## src/rtl/fetch_pkg.sv

```systemverilog
// Shared types and constants for the instruction-fetch stage.
package fetch_pkg;

    localparam logic [31:0] NOP_INSTR_DEFAULT = 32'h5400_0000;
    localparam int          DLX_WORD_BYTES    = 4;

    typedef struct packed {
        logic [31:0] pc;
        logic [31:0] instr;
    } fetch_entry_t;

    // The pc register adds one word to whatever it loads, so every load is pre-decremented.
    function automatic logic [31:0] pc_load_value(input logic [31:0] target);
        return target - 32'(DLX_WORD_BYTES);
    endfunction

endpackage

```

## src/rtl/fetch_unit_if.sv

```systemverilog
// Instruction-memory request/response bus between the fetch stage and instruction memory.
interface fetch_unit_if;

    logic        req;
    logic [31:0] addr;
    logic        gnt;
    logic        rvalid;
    logic [31:0] rdata;

    modport master (output req, addr, input gnt, rvalid, rdata);
    modport slave  (input req, addr, output gnt, rvalid, rdata);

endinterface

```

## src/rtl/fetch_fifo.sv

```systemverilog
// Small power-of-two FIFO with combinational head read and a synchronous clear that beats push/pop.
module fetch_fifo #(
    parameter int  DEPTH = 2,
    parameter type T     = logic [31:0]
) (
    input  logic                       clk,
    input  logic                       reset_n,
    input  logic                       clear,
    input  logic                       push,
    input  T                           push_data,
    input  logic                       pop,
    output T                           head,
    output logic [$clog2(DEPTH+1)-1:0] count
);

    localparam int AW = $clog2(DEPTH);
    localparam int CW = $clog2(DEPTH + 1);

    T              mem [DEPTH];
    logic [AW-1:0] rd_ptr;
    logic [AW-1:0] wr_ptr;
    logic          do_push;
    logic          do_pop;

    // A push into a full FIFO is only legal when the head leaves in the same cycle.
    assign do_pop  = pop && (count != '0);
    assign do_push = push && ((count != CW'(DEPTH)) || do_pop);
    assign head    = mem[rd_ptr];

    always_ff @(posedge clk or negedge reset_n) begin
        if (!reset_n) begin
            rd_ptr <= '0;
            wr_ptr <= '0;
            count  <= '0;
            for (int i = 0; i < DEPTH; i++) begin
                mem[i] <= '0;
            end
        end else if (clear) begin
            rd_ptr <= '0;
            wr_ptr <= '0;
            count  <= '0;
        end else begin
            if (do_push) begin
                mem[wr_ptr] <= push_data;
                wr_ptr      <= wr_ptr + AW'(1);
            end
            if (do_pop) begin
                rd_ptr <= rd_ptr + AW'(1);
            end
            count <= count + CW'(do_push) - CW'(do_pop);
        end
    end

endmodule

```

## src/rtl/fetch_unit.sv

```systemverilog
// Fetch stage: issues instruction-memory requests from the pc register, pairs responses with
// their addresses, and queues them toward decode; drives the pc load port for stalls and branches.
module fetch_unit
    import fetch_pkg::*;
#(
    parameter int          DEPTH     = 2,
    parameter logic [31:0] NOP_INSTR = NOP_INSTR_DEFAULT
) (
    input  logic         clk,
    input  logic         reset_n,
    input  logic [31:0]  pc_i,
    output logic         pc_set_o,
    output logic [31:0]  pc_in_o,
    fetch_unit_if.master imem,
    input  logic         br_taken_i,
    input  logic [31:0]  br_target_i,
    output logic         id_valid_o,
    input  logic         id_ready_i,
    output logic [31:0]  id_instr_o,
    output logic [31:0]  id_pc_o
);

    localparam int CW = $clog2(DEPTH + 1);

    logic [CW-1:0] outstanding;
    logic [CW-1:0] outstanding_next;
    logic [CW-1:0] kill;
    logic [CW-1:0] q_count;
    logic [CW-1:0] addr_count;
    logic [CW:0]   in_use;
    logic          room;
    logic          grant;
    logic          q_pop;
    logic          q_push;
    logic          rst_done;
    logic [31:0]   addr_head;
    fetch_entry_t  q_head;
    fetch_entry_t  q_entry;

    // Suppresses issue in the first cycle after reset release.
    always_ff @(posedge clk or negedge reset_n) begin
        if (!reset_n) begin
            rst_done <= 1'b0;
        end else begin
            rst_done <= 1'b1;
        end
    end

    assign q_pop  = id_valid_o && id_ready_i;
    assign in_use = {1'b0, outstanding} + {1'b0, q_count} - (CW+1)'(q_pop);
    assign room   = in_use < (CW+1)'(DEPTH);

    assign imem.req  = room && !br_taken_i && rst_done;
    assign imem.addr = pc_i;
    assign grant     = imem.req && imem.gnt;

    always_comb begin
        pc_set_o = 1'b0;
        pc_in_o  = '0;
        if (reset_n) begin
            if (br_taken_i) begin
                pc_set_o = 1'b1;
                pc_in_o  = pc_load_value(br_target_i);
            end else if (!grant) begin
                pc_set_o = 1'b1;
                pc_in_o  = pc_load_value(pc_i);
            end
        end
    end

    assign outstanding_next = outstanding + CW'(grant) - CW'(imem.rvalid);

    // On a flush every response still in flight after this cycle belongs to the wrong path.
    always_ff @(posedge clk or negedge reset_n) begin
        if (!reset_n) begin
            outstanding <= '0;
            kill        <= '0;
        end else begin
            outstanding <= outstanding_next;
            if (br_taken_i) begin
                kill <= outstanding_next;
            end else if (imem.rvalid && (kill != '0)) begin
                kill <= kill - CW'(1);
            end
        end
    end

    fetch_fifo #(
        .DEPTH (DEPTH),
        .T     (logic [31:0])
    ) u_addr_fifo (
        .clk       (clk),
        .reset_n   (reset_n),
        .clear     (1'b0),
        .push      (grant),
        .push_data (imem.addr),
        .pop       (imem.rvalid),
        .head      (addr_head),
        .count     (addr_count)
    );

    assign q_push  = imem.rvalid && (kill == '0) && !br_taken_i;
    assign q_entry = '{pc: addr_head, instr: imem.rdata};

    fetch_fifo #(
        .DEPTH (DEPTH),
        .T     (fetch_entry_t)
    ) u_decode_q (
        .clk       (clk),
        .reset_n   (reset_n),
        .clear     (br_taken_i),
        .push      (q_push),
        .push_data (q_entry),
        .pop       (q_pop),
        .head      (q_head),
        .count     (q_count)
    );

    assign id_valid_o = (q_count != '0);
    assign id_instr_o = id_valid_o ? q_head.instr : NOP_INSTR;
    assign id_pc_o    = id_valid_o ? q_head.pc : '0;

    rvalid_needs_outstanding: assert property (
        @(posedge clk) disable iff (!reset_n)
        imem.rvalid |-> ((outstanding != '0) && (addr_count != '0))
    );

endmodule
```

## src/flat_wrapper.sv

```systemverilog
// flat-port wrapper written by rule: the top's interface ports become plain ports
module fetch_unit_flat import fetch_pkg::*;
#(
    parameter int          DEPTH     = 2,
    parameter logic [31:0] NOP_INSTR = NOP_INSTR_DEFAULT
)
  (clk, reset_n, pc_i, pc_set_o, pc_in_o, br_taken_i, br_target_i, id_valid_o, id_ready_i, id_instr_o, id_pc_o, imem_req, imem_addr, imem_gnt, imem_rvalid, imem_rdata);
  fetch_unit_if imem_i ();
  input  logic clk;
  input  logic reset_n;
  input  logic [31:0] pc_i;
  output logic pc_set_o;
  output logic [31:0] pc_in_o;
  input  logic br_taken_i;
  input  logic [31:0] br_target_i;
  output logic id_valid_o;
  input  logic id_ready_i;
  output logic [31:0] id_instr_o;
  output logic [31:0] id_pc_o;
  output wire logic [$bits(imem_i.req)-1:0] imem_req;
  output wire logic [$bits(imem_i.addr)-1:0] imem_addr;
  input wire logic [$bits(imem_i.gnt)-1:0] imem_gnt;
  input wire logic [$bits(imem_i.rvalid)-1:0] imem_rvalid;
  input wire logic [$bits(imem_i.rdata)-1:0] imem_rdata;
  assign imem_req = imem_i.req;
  assign imem_addr = imem_i.addr;
  assign imem_i.gnt = imem_gnt;
  assign imem_i.rvalid = imem_rvalid;
  assign imem_i.rdata = imem_rdata;
  fetch_unit #(.DEPTH(DEPTH), .NOP_INSTR(NOP_INSTR)) u_core (.clk(clk), .reset_n(reset_n), .pc_i(pc_i), .pc_set_o(pc_set_o), .pc_in_o(pc_in_o), .imem(imem_i), .br_taken_i(br_taken_i), .br_target_i(br_target_i), .id_valid_o(id_valid_o), .id_ready_i(id_ready_i), .id_instr_o(id_instr_o), .id_pc_o(id_pc_o));
endmodule
```

## config.mk

```make
export PLATFORM = sky130hd
export DESIGN_NAME = fetch_unit_flat
export DESIGN_NICKNAME = d
export VERILOG_FILES = /design/src/rtl/fetch_pkg.sv /design/src/rtl/fetch_unit_if.sv /design/src/rtl/fetch_fifo.sv /design/src/rtl/fetch_unit.sv /design/src/flat_wrapper.sv
export SDC_FILE = /design/constraint.sdc
export NUM_CORES = 1
export LEC_CHECK = 0
export ABC_CLOCK_PERIOD_IN_PS = 5000
export BUFFER_PORTS_ARGS = -buffer_cell sky130_fd_sc_hd__buf_2
export CAP_MARGIN = 0
export CORE_MARGIN = 4
export CORE_UTILIZATION = 40
export CTS_CLUSTER_DIAMETER = 120
export DETAILED_ROUTE_END_ITERATION = 12
export PLACE_DENSITY_LB_ADDON = 0.2
export SLEW_MARGIN = 20
export SYNTH_ARGS = -nofsm -noshare
export SYNTH_HDL_FRONTEND = slang
export SYNTH_SLANG_ARGS = --single-unit
```

## constraint.sdc

```tcl
create_clock -name clk -period 5 [get_ports clk]
set_input_delay 0 -clock clk [delete_from_list [all_inputs] [get_ports clk]]
set_output_delay 0 -clock clk [all_outputs]
set_load 0.005 [all_outputs]
```

# Yosys cells after proc, flatten, opt, wreduce, memory -nomap -nowiden
# Index checks and enable logic that the tools add are counted.
word_totals:
  out_inout_bits: 131
  word_cells: 95
  romBits: 0
  reg_bits: 205
  mem_bits_rw: 0
  inputBits: 102
  mem_count: 0
  latchBits: 0
classes:
  eq_ne: 2
  muxes: 27
  reduce_logical: 24
  n_shift: 0
  bitwise_logic: 5
  n_mul: 0
  div: 0
  n_lt_le_gt_ge: 7
  addsub: 15
op_table:
  columns: ["operator", "count"]
  rows:
  - ["$mux 32", 9]
  - ["$mux 64", 4]
  - ["$bwmux 128", 1]
  - ["$bwmux 64", 1]
  - ["$demux 64 s1", 1]
  - ["$sub 32x3->32 const B", 2]
  - ["$demux 32 s1", 1]
  - ["$logic_and 1x1->1", 13]
  - ["$reduce_bool 2->1", 6]
  - ["$ge 2x2->1 const B", 4]
  - ["$not 1->2", 4]
  - ["$mux 1", 7]
  - ["$add 2x1->2", 3]
  - ["$mux 2", 3]
  - ["$sub 2x1->2", 3]
  - ["$add 1x1->1 const B", 4]
  - ["$lt 2x1->1 const B", 2]
  - ["$ne 2x2->1 const B", 2]
  - ["$add 2x2->3", 1]
  - ["$lt 3x2->1 const B", 1]
  - ["$sub 3x1->3", 1]
  - ["$logic_not 2->1", 1]
  - ["$logic_or 1x1->1", 2]
  - ["$reduce_and 2->1", 1]
  - ["other kinds (3)", 3]

# Longest topological paths before layout
# Gate-level depths: netlist of run 1.
logic_depth:
  ltp_word: 10
  depth_mapped: 15
  mapped_depth_nobuf: 15

# By module
# A second synthesis of run 1 with hierarchy kept.
unflattened:
  cells_unflattened: 924
  area_unflattened_um2: 11656.2
by_module_without_submodules:
  columns: ["module", "area_each_um2", "instances", "cells_each"]
  rows:
  - ["fetch_fifo (u_core.u_decode_q)", 5969.5, 1, 363]
  - ["fetch_fifo (u_core.u_addr_fifo)", 3096.7, 1, 193]
  - ["fetch_unit", 2590.0, 1, 368]

# Least setup slack after synthesis of run 1
# No wires, ideal clock.
synth_timing:
  kind: "register to register"
  start: "reg u_core.u_decode_q.count[0]"
  end: "reg u_core.u_addr_fifo.mem[53] (netlist name)"
  arrival_time_ns: 3.442
  n_path_buf: 1
  stages_incl_launch_ff: 14
  slack_ns: 1.433
  t_required_ns: 4.875
  cell_sequence: "dfrtp_1 -> nor2_1 -> inv_1 -> and2_1 -> ha_1 -> nand2b_1 -> fa_1 -> nor2b_1 -> nand4_1 -> inv_2 -> nand2_1 -> nor2_1 -> clkbuf_1 -> mux2_2"
synth_between:
  elab_chain_cells: 8
  elab_cells_between_ends: 9
  classes_between: "add/sub: 2; order compare: 1; reduce/logical: 6"
synth_rtl:
  columns: ["element", "line_no", "source"]
  rows:
  - ["start: declaration", "fetch_fifo.sv:13", "output logic [$clog2(DEPTH+1)-1:0] count"]
  - ["start signal: assignment", "fetch_fifo.sv:50", "count <= count + CW'(do_push) - CW'(do_pop);"]
  - ["$reduce_bool 2->1", "fetch_unit.sv:119", "assign id_valid_o = (q_count != '0);"]
  - ["net id_valid_o", "flat_wrapper.sv:16", "output logic id_valid_o;"]
  - ["$logic_and 1x1->1", "fetch_unit.sv:49", "assign q_pop = id_valid_o && id_ready_i;"]
  - ["$sub 3x1->3", "fetch_unit.sv:50", "assign in_use = {1'b0, outstanding} + {1'b0, q_count} - (CW+1)'(q_pop);"]
  - ["$lt 3x2->1", "fetch_unit.sv:51", "assign room = in_use < (CW+1)'(DEPTH);"]
  - ["$logic_and 1x1->1 (2 in a row)", "fetch_unit.sv:53", "assign imem.req = room && !br_taken_i && rst_done;"]
  - ["$logic_and 1x1->1", "fetch_unit.sv:55", "assign grant = imem.req && imem.gnt;"]
  - ["$logic_and 1x1->1", "fetch_fifo.sv:27", "assign do_push = push && ((count != CW'(DEPTH)) || do_pop);"]
  - ["end signal: indexed assignment", "fetch_fifo.sv:44", "mem[wr_ptr] <= push_data;"]
  - ["end: declaration", "fetch_fifo.sv:19", "T mem [DEPTH];"]
# The timed path passes the listed nets, and every way through them passes these cells.
# A chain may end at the register's enable or synchronous reset.

# Worst setup path in the final report of run 1
layout_timing:
  start: "reg u_core.u_decode_q.count[0]"
  end: "reg u_core.u_addr_fifo.mem[50] (netlist name)"
layout_between:
  elab_chain_cells: 8
  elab_cells_between_ends: 9
  classes_between: "add/sub: 2; order compare: 1; reduce/logical: 6"
layout_rtl:
  columns: ["element", "line_no"]
  rows:
  - ["parallel branches: the longest is 2 deep, another holds $add 2x2->3", null]
  - ["$sub 3x1->3 (*)", "fetch_unit.sv:50"]
  - ["$lt 3x2->1 (*)", "fetch_unit.sv:51"]
  - ["$logic_and 1x1->1 (*) (2 in a row)", "fetch_unit.sv:53"]
  - ["$logic_and 1x1->1 (*)", "fetch_unit.sv:55"]
  - ["$logic_and 1x1->1 (*)", "fetch_fifo.sv:27"]
# Every way passes the cells marked *.

==> results.py, run 1 <==
metrics = {
    "synthesis": {
        "synth_top_family_by_area": "multiplexers",
        "synth_edf_count": 0,
        "ys_ff_latch": 205,
        "syn-num-nets": 1130,
        "synth_mux_area_share_pct": 22.4,
        "synth-compound-area-share_pct": 7.12,
        "synth-adder-area-share_pct": 1.46,
        "yosys.cell_count.top_type": "dfrtp_1",
        "ys_top_cells_by_area": "dfrtp_1 (47%), mux2_2 (10%), mux2i_1 (9.2%), nor2_1 (4.4%), mux2_1 (3.2%)",
        "synth_xor_area_share_pct": 3.80,
        "synth-seq-area-share_pct": 47.4,
        "synth_common_cells": "dfrtp_1 (205), nor2_1 (128), mux2i_1 (99), mux2_2 (96), nand2_1 (60)",
        "yosys.area_share.simple_pct": 12.8,
        "yosys_warnings": 0,
        "synth_cells": 1016,
        "ys_async_sr_fraction_pct": 100,
        "synth_area_leader_cell": "dfrtp_1",
        "synth_top_cell_area_share_pct": 47.4,
        "netlist_area_um2": 10800,
        "avgSynthCellArea_um2": 10.6,
        "synth.distinct_cells": 59,
        "synthFlopType": "dfrtp_1",
    },
    "placed_design": {
        "gp_congestion": 0.892,
        "port_buffers": 232,
        "dp_hpwl_mm": 19.4,
    },
    "cts": {
        "cts.htree.levels": 1,
        "tritoncts": "yes",
        "cts_sinks": 205,
        "clkTransAtPathRegs_ps": 60,
        "cts_made_buffers": 22,
        "cts_resized": 0,
        "holdBufCountCts": 66,
        "clock_latency_ps": 490,
        "cts.path.max_buffers": 3,
        "cts-root-buf": "clkbuf_16",
        "cts_setup_buffers": 0,
    },
    "pwr": {
        "power_per_cell_area_nw_per_um2": 520,
        "power.total_uw": 7000,
        "peakVddDrop_v": 0.000263,
        "cellLeakagePower_uw": 0.00617,
    },
    "setup_path": {
        "required_ps": 5370,
        "rrSetupSlack_ps": 1110,
        "worstPathArrival_ps": 4250,
        "startpoint": "u_core.u_decode_q.count[0]",
        "crit_chain": "nor2_4, inv_1, and2_1, ha_1, nand2b_1, fa_1, nor2b_1, nand4_1, inv_2, nand2_1, nor2_2, buf_12, mux2_1",
        "r2r-start": "u_core.u_decode_q.count[0]",
        "cp-start-kind": "flop",
        "crit_fanout": 23,
        "cp_top_family": "simple AND/OR/NAND/NOR gates",
        "criticalPathCategory": "flop to flop",
        "crit_buf_inv": 3,
        "cp-end-kind": "flop",
        "slowest_stage": "fa_1",
        "max_stage_delay_ps": 520,
    },
    "grt": {
        "gr-total-overflow": 0,
        "grt_pass1_wl_mm": 44.3,
        "antenna_found_initial": 0,
        "grt_use_total_pct": 18.4,
        "grt_pass1_vias": 8328,
        "grt_max_degree": 98,
    },
    "drt": {
        "wirelength_mm": 28.1,
        "final_antenna_net_count": 0,
        "drtIter0Drc": 412,
        "vias": 8379,
        "viasPerCell": 5.21,
        "post_drt_wl_per_cell_um": 17.5,
        "firstDrtPassIters": 5,
        "drc": 0,
    },
    "timing": {
        "clock.fmax_mhz": 257,
        "fin_crit_sh_pct": 77.8,
        "hold_ws_ps": 23.1,
        "tightest_slew_ps": 1020,
        "fin_setup_tns_ps": 0,
        "finalHoldViolCount": 0,
        "finClkSkew_ps": 4.48,
        "setup_viol": 0,
        "post-route-min-period_ps": 3890,
        "grt_setup_unrepaired": "no",
        "drv_slew": 0,
        "slew_headroom_pct": 31.7,
    },
    "final_layout": {
        "seq_area_um2": 5130,
        "fillers": 2448,
        "layout-drive-gt1-share_pct": 31.0,
        "syn2layout_area_growth_pct": 24.4,
        "multi_input_area_um2": 5170,
        "layout.nets": 1371,
    },
    "worst_hold_path": {
        "worstHoldStart": "id_ready_i",
        "hold_class": "input pin to flop",
    },
    "flow_run": {
        "cap_violations": 0,
    },
    "floorplanning": {
        "rows": 59,
        "core_area_um2": 26400,
        "die_h_um": 172,
        "io_pins": 233,
        "die_w_um": 172,
        "initial_core_util_pct": 41.1,
        "die_area_um2": 29700,
    },
    "status": {
        "outcome": "finished, final reports clean",
    },
}
## cell type report
class                      count  area share (%)
multi-input combinational    702            38.5
timing repair buffer         308            14.3
inverter                      18           0.502
tap                          335            3.12
clock buffer                  36            5.24
antenna                        1          0.0186
sequential                   205            38.2
clock inverter                 4           0.149
## final timing paths
| kind | end | cells past startpoint |
|---|---|---|
| max | u_core.u_addr_fifo.mem[50] | 13 |
| min | u_core.u_decode_q.rd_ptr | 4 |
| max reg2reg | u_core.u_addr_fifo.mem[50] | 13 |
| min reg2reg | u_core.u_decode_q.mem[43] | 2 |
| max in group asynchronous | u_core.u_addr_fifo.mem[39] | 3 |
| min in group asynchronous | u_core.u_decode_q.mem[25] | 2 |
## per-layer routing
layer  routed length, µm  global-route usage [%]
met1               13400                    27.1
met5                   0                       0
met3                1680                    2.56
met4                 422                    3.59
met2               12500                    29.3
## per-stage QoR
| step | util, % | area [µm²] | setup slack, ps | cells |
|---|---|---|---|---|
| 2_1_floorplan | - | 10800 | 1430 | 1016 |
| 3_3_place_gp | 45.8 | 12100 | 1250 | 1502 |
| 3_5_place_dp | 45.8 | 12100 | 1130 | 1502 |
| 4_1_cts | 51.0 | 13400 | 1110 | 1608 |
| 5_1_grt | 51.0 | 13500 | 825 | 1608 |
| 6_report | 51.1 | 13500 | 1110 | 1609 |
## layout by cell type, fill, tap and decap left out, types with 13 or more instances in the layout
cell and count:
o22ai_1 13, mux2i_1 99, nand2_1 60, o21ai_0 30
buf_2 231, o21ai_1 14, xnor2_1 34, nor2_1 125
xor2_1 13, mux2_2 96, dlygate4sd3_1 66, dfrtp_1 203
mux2_1 31, a21oi_1 43, clkbuf_16 23, nor4_1 17
nor3_1 20, inv_1 17
## sequential cells by signal, indices dropped and copies added, names as in the netlist
| name | cells |
|---|---|
| u_core.kill | 2 |
| u_core.outstanding | 2 |
| u_core.rst_done | 1 |
| u_core.u_addr_fifo.count | 2 |
| u_core.u_addr_fifo.mem | 64 |
| u_core.u_addr_fifo.rd_ptr | 1 |
| u_core.u_addr_fifo.wr_ptr | 1 |
| u_core.u_decode_q.count | 2 |
| u_core.u_decode_q.mem | 128 |
| u_core.u_decode_q.rd_ptr | 1 |
| u_core.u_decode_q.wr_ptr | 1 |
## worst register-to-register path, delay by kind of cell (launching register included)
family	cells	cell delay, ps
adder cells (fa/ha/maj)	2	800
buffers and inverters	3	600
flip-flops	1	440
multiplexers	1	350
AND/OR/NAND/NOR	7	1550
## cells by family (layout without fill, tap and decap cells)
logic type / after synthesis / after routing
other cells: 1 / 2
buf+inv: 109 / 366
xor+xnor: 47 / 47
fa+ha+maj: 12 / 12
mux: 226 / 226
compound gates: 130 / 130
flops: 205 / 205
simple gates: 286 / 286
## power breakdown
group / switching (µW) / leakage [µW] / internal (µW) / total, µW
registers: 490 / 0.00260 / 2420 / 2910
logic: 1240 / 0.00321 / 1260 / 2500
clock network: 624 / 0.000363 / 959 / 1580
total: 2350 / 0.00617 / 4650 / 7000
Note: power is estimated with default switching activity, not from simulation.
==> inputs of run 2 (changes only) <==
ABC_AREA = 1   (was not set)
ABC_CLOCK_PERIOD_IN_PS = 3630   (was 5000)
clock period = 3.63 ns   (was 5 ns; I/O delays follow)
==> results.py, run 2 <==
metrics = {
    "cts": {
        "cts_made_buffers": 23,
        "clock_latency_ps": 500,
        "cts_sinks": 205,
        "tritoncts": "yes",
        "cts.htree.levels": 1,
        "clkTransAtPathRegs_ps": 60,
        "cts_setup_buffers": 0,
        "cts-root-buf": "clkbuf_16",
        "cts.path.max_buffers": 3,
    },
    "final_layout": {
        "mostFrequentLayoutCells": "nand2_1 (567), buf_2 (232), dfrtp_1 (204)",
        "layout_commonest_cell": "nand2_1",
        "fillers": 2895,
        "layout-drive-gt1-share_pct": 17.8,
        "largest_reg_flops": 128,
        "instances_no_fill": 2231,
        "largest-register": "u_core.u_decode_q.mem",
        "design_area_um2": 14200,
        "layout.nets": 1951,
        "syn2layout_area_growth_pct": 23.6,
        "diodes": 0,
        "largest_registers": "u_core.u_decode_q.mem (128), u_core.u_addr_fifo.mem (64)",
    },
    "placed_design": {
        "place_area_um2": 12700,
        "port_buffers": 232,
        "dp_hpwl_mm": 25.8,
        "gp_congestion": 1.01,
        "dp_cells": 2120,
    },
    "floorplanning": {
        "io_pins": 233,
        "die_w_um": 177,
        "initial_core_util_pct": 41.0,
        "die_h_um": 177,
        "rows": 61,
        "core_area_um2": 28000,
        "die_area_um2": 31500,
    },
    "worst_hold_path": {
        "worstHoldStart": "imem_gnt",
        "min_path_cells": 6,
        "hold_class": "input pin to flop",
        "holdPathEnd": "u_core.u_addr_fifo.wr_ptr",
    },
    "synthesis": {
        "synth.distinct_cells": 36,
        "synthFlopType": "dfrtp_1",
        "synth_edf_count": 0,
        "syn-num-nets": 1712,
        "ys_async_sr_fraction_pct": 100,
        "netlist_area_um2": 11500,
        "yosys_warnings": 0,
        "synth_cells": 1598,
        "avgSynthCellArea_um2": 7.18,
        "synth-seq-area-share_pct": 44.7,
        "ys_top_cells_by_area": "dfrtp_1 (45%), nand2_1 (19%), o21ai_0 (7.6%), inv_1 (5.3%), nor2_1 (3.9%)",
        "synth_common_cells": "nand2_1 (568), dfrtp_1 (205), o21ai_0 (175), inv_1 (163), nor2_1 (120)",
        "yosys.cell_count.top_type": "nand2_1",
        "synth_area_leader_cell": "dfrtp_1",
        "synth_top_cell_area_share_pct": 44.7,
        "ys_ff_latch": 205,
    },
    "setup_path": {
        "criticalPathCategory": "flop to output port",
        "worstPathArrival_ps": 3440,
        "cp-start-kind": "flop",
        "reg2reg_depth": 14,
        "required_ps": 3630,
        "max_stage_delay_ps": 410,
        "crit_chain": "nor2_2, nor2_1, ha_1, or2_2, fa_1, xor2_2, nand3_4, nand2_1, inv_1, nand3_1, a21oi_1, buf_2",
        "rrSetupSlack_ps": 390,
        "startpoint": "u_core.u_decode_q.count[1]",
        "cp-end-kind": "output port",
        "r2r-start": "u_core.u_decode_q.count[1]",
        "slowest_stage": "dfrtp_1",
        "crit_fanout": 16,
        "r2r_end": "u_core.u_addr_fifo.count[1]",
    },
    "drt": {
        "drtIter0Drc": 718,
        "vias": 10923,
        "wirelength_mm": 35.8,
        "viasPerCell": 4.90,
        "drc": 0,
        "post_drt_wl_per_cell_um": 16.0,
        "firstDrtPassIters": 5,
        "final_antenna_net_count": 0,
    },
    "pwr": {
        "power.total_uw": 9220,
        "peakVddDrop_v": 0.000339,
        "switchingPower_uw": 3400,
        "switching_share_pct": 36.9,
        "p_comb_share_pct": 34.9,
        "clock_power_share_pct": 24.7,
        "power_per_cell_area_nw_per_um2": 650,
        "power_frac_seq_pct": 40.4,
        "p_int_uw": 5820,
        "cellLeakagePower_uw": 0.00743,
    },
    "grt": {
        "grt_pass1_wl_mm": 57.3,
        "antenna_found_initial": 0,
        "grt_pass1_vias": 10638,
        "gr-total-overflow": 0,
        "grt_max_degree": 69,
        "grt_use_total_pct": 22.6,
    },
    "status": {
        "outcome": "finished, final reports clean",
    },
    "timing": {
        "clock.fmax_mhz": 291,
        "fin_setup_tns_ps": 0,
        "setup_viol": 0,
        "grt_setup_unrepaired": "no",
        "fin_crit_sh_pct": 94.7,
        "post-route-min-period_ps": 3440,
        "drv_slew": 0,
        "tightest_slew_ps": 994,
        "finalHoldViolCount": 0,
        "slew_headroom_pct": 33.3,
        "finClkSkew_ps": 18.2,
    },
    "flow_run": {
        "cap_violations": 0,
    },
}
-- run 2: layout make-up --
| class | count | area (µm²) | share of cell area (%) |
|---|---|---|---|
| clock buffer | 34 | 677 | 4.77 |
| clock inverter | 7 | 76.3 | 0.538 |
| inverter | 166 | 623 | 4.39 |
| multi-input combinational | 1121 | 5150 | 36.3 |
| sequential | 205 | 5130 | 36.2 |
| tap | 378 | 473 | 3.33 |
| timing repair buffer | 320 | 2050 | 14.5 |
-- run 2: how the worst max path moves through the flow --
stage	end	slack, ps	cells after the start
floorplan	u_core.kill[1]	480	16
global placement	u_core.u_addr_fifo.count[1]	440	14
detailed placement	u_core.u_addr_fifo.count[1]	390	14
CTS	pc_in_o[8]	80	13
global route	pc_in_o[5]	20	12
finish	pc_in_o[17]	190	12
-- run 2: cells by family after synthesis --
| family | count (synthesis) | share of synthesized area (%) |
|---|---|---|
| buf+inv | 272 | 10.5 |
| flops | 205 | 44.7 |
| fa+ha+maj | 12 | 1.37 |
| simple gates | 769 | 26.5 |
| xor+xnor | 28 | 2.20 |
| other cells | 1 | 0.0327 |
| compound gates | 311 | 14.7 |
-- run 2: repair_timing --
item / in CTS / in global routing
hold buffers: 70 / 0
setup endpoints to repair: 0 / 7
hold endpoints to repair: 264 / 0
gates resized for setup: 0 / 2
-- run 2: per-layer routing --
metal  vias to the layer above  part of all wire [%]  GRT usage, %
met5                         -                     0             0
met1                      5041                    46          32.5
met4                         0                   2.4          5.87
li1                       5478                     -             -
met3                        45                   6.1          2.68
met2                       359                    45          36.6
-- run 2: metrics by stage --
stage	hold slack, ps	util [%]	setup WS [ps]
after floorplan	-296	-	481
after global placement	-86.1	45.5	442
after detailed placement	-89.6	45.5	391
after CTS	90.8	50.6	79.3
after global routing	134	50.6	18.4
final	100	50.6	191
-- run 2: power by group through the flow --
stage	combinational, µW	sequential, µW	clock (µW)
floorplan	2190	3620	0
global placement	3130	3730	0
detailed placement	3190	3750	0
CTS	3270	3720	2350
global route	3720	3840	2450
finish	3220	3720	2280
-- run 2: critical path: cells and delay by family, from the launching register on --
| family | cells | cell delay (ps) |
|---|---|---|
| adder cells (fa/ha/maj) | 2 | 690 |
| XOR/XNOR | 1 | 210 |
| AND/OR/NAND/NOR | 6 | 1010 |
| flip-flops | 1 | 410 |
| buffers and inverters | 2 | 380 |
| AO/OA/AOI/OAI | 1 | 240 |
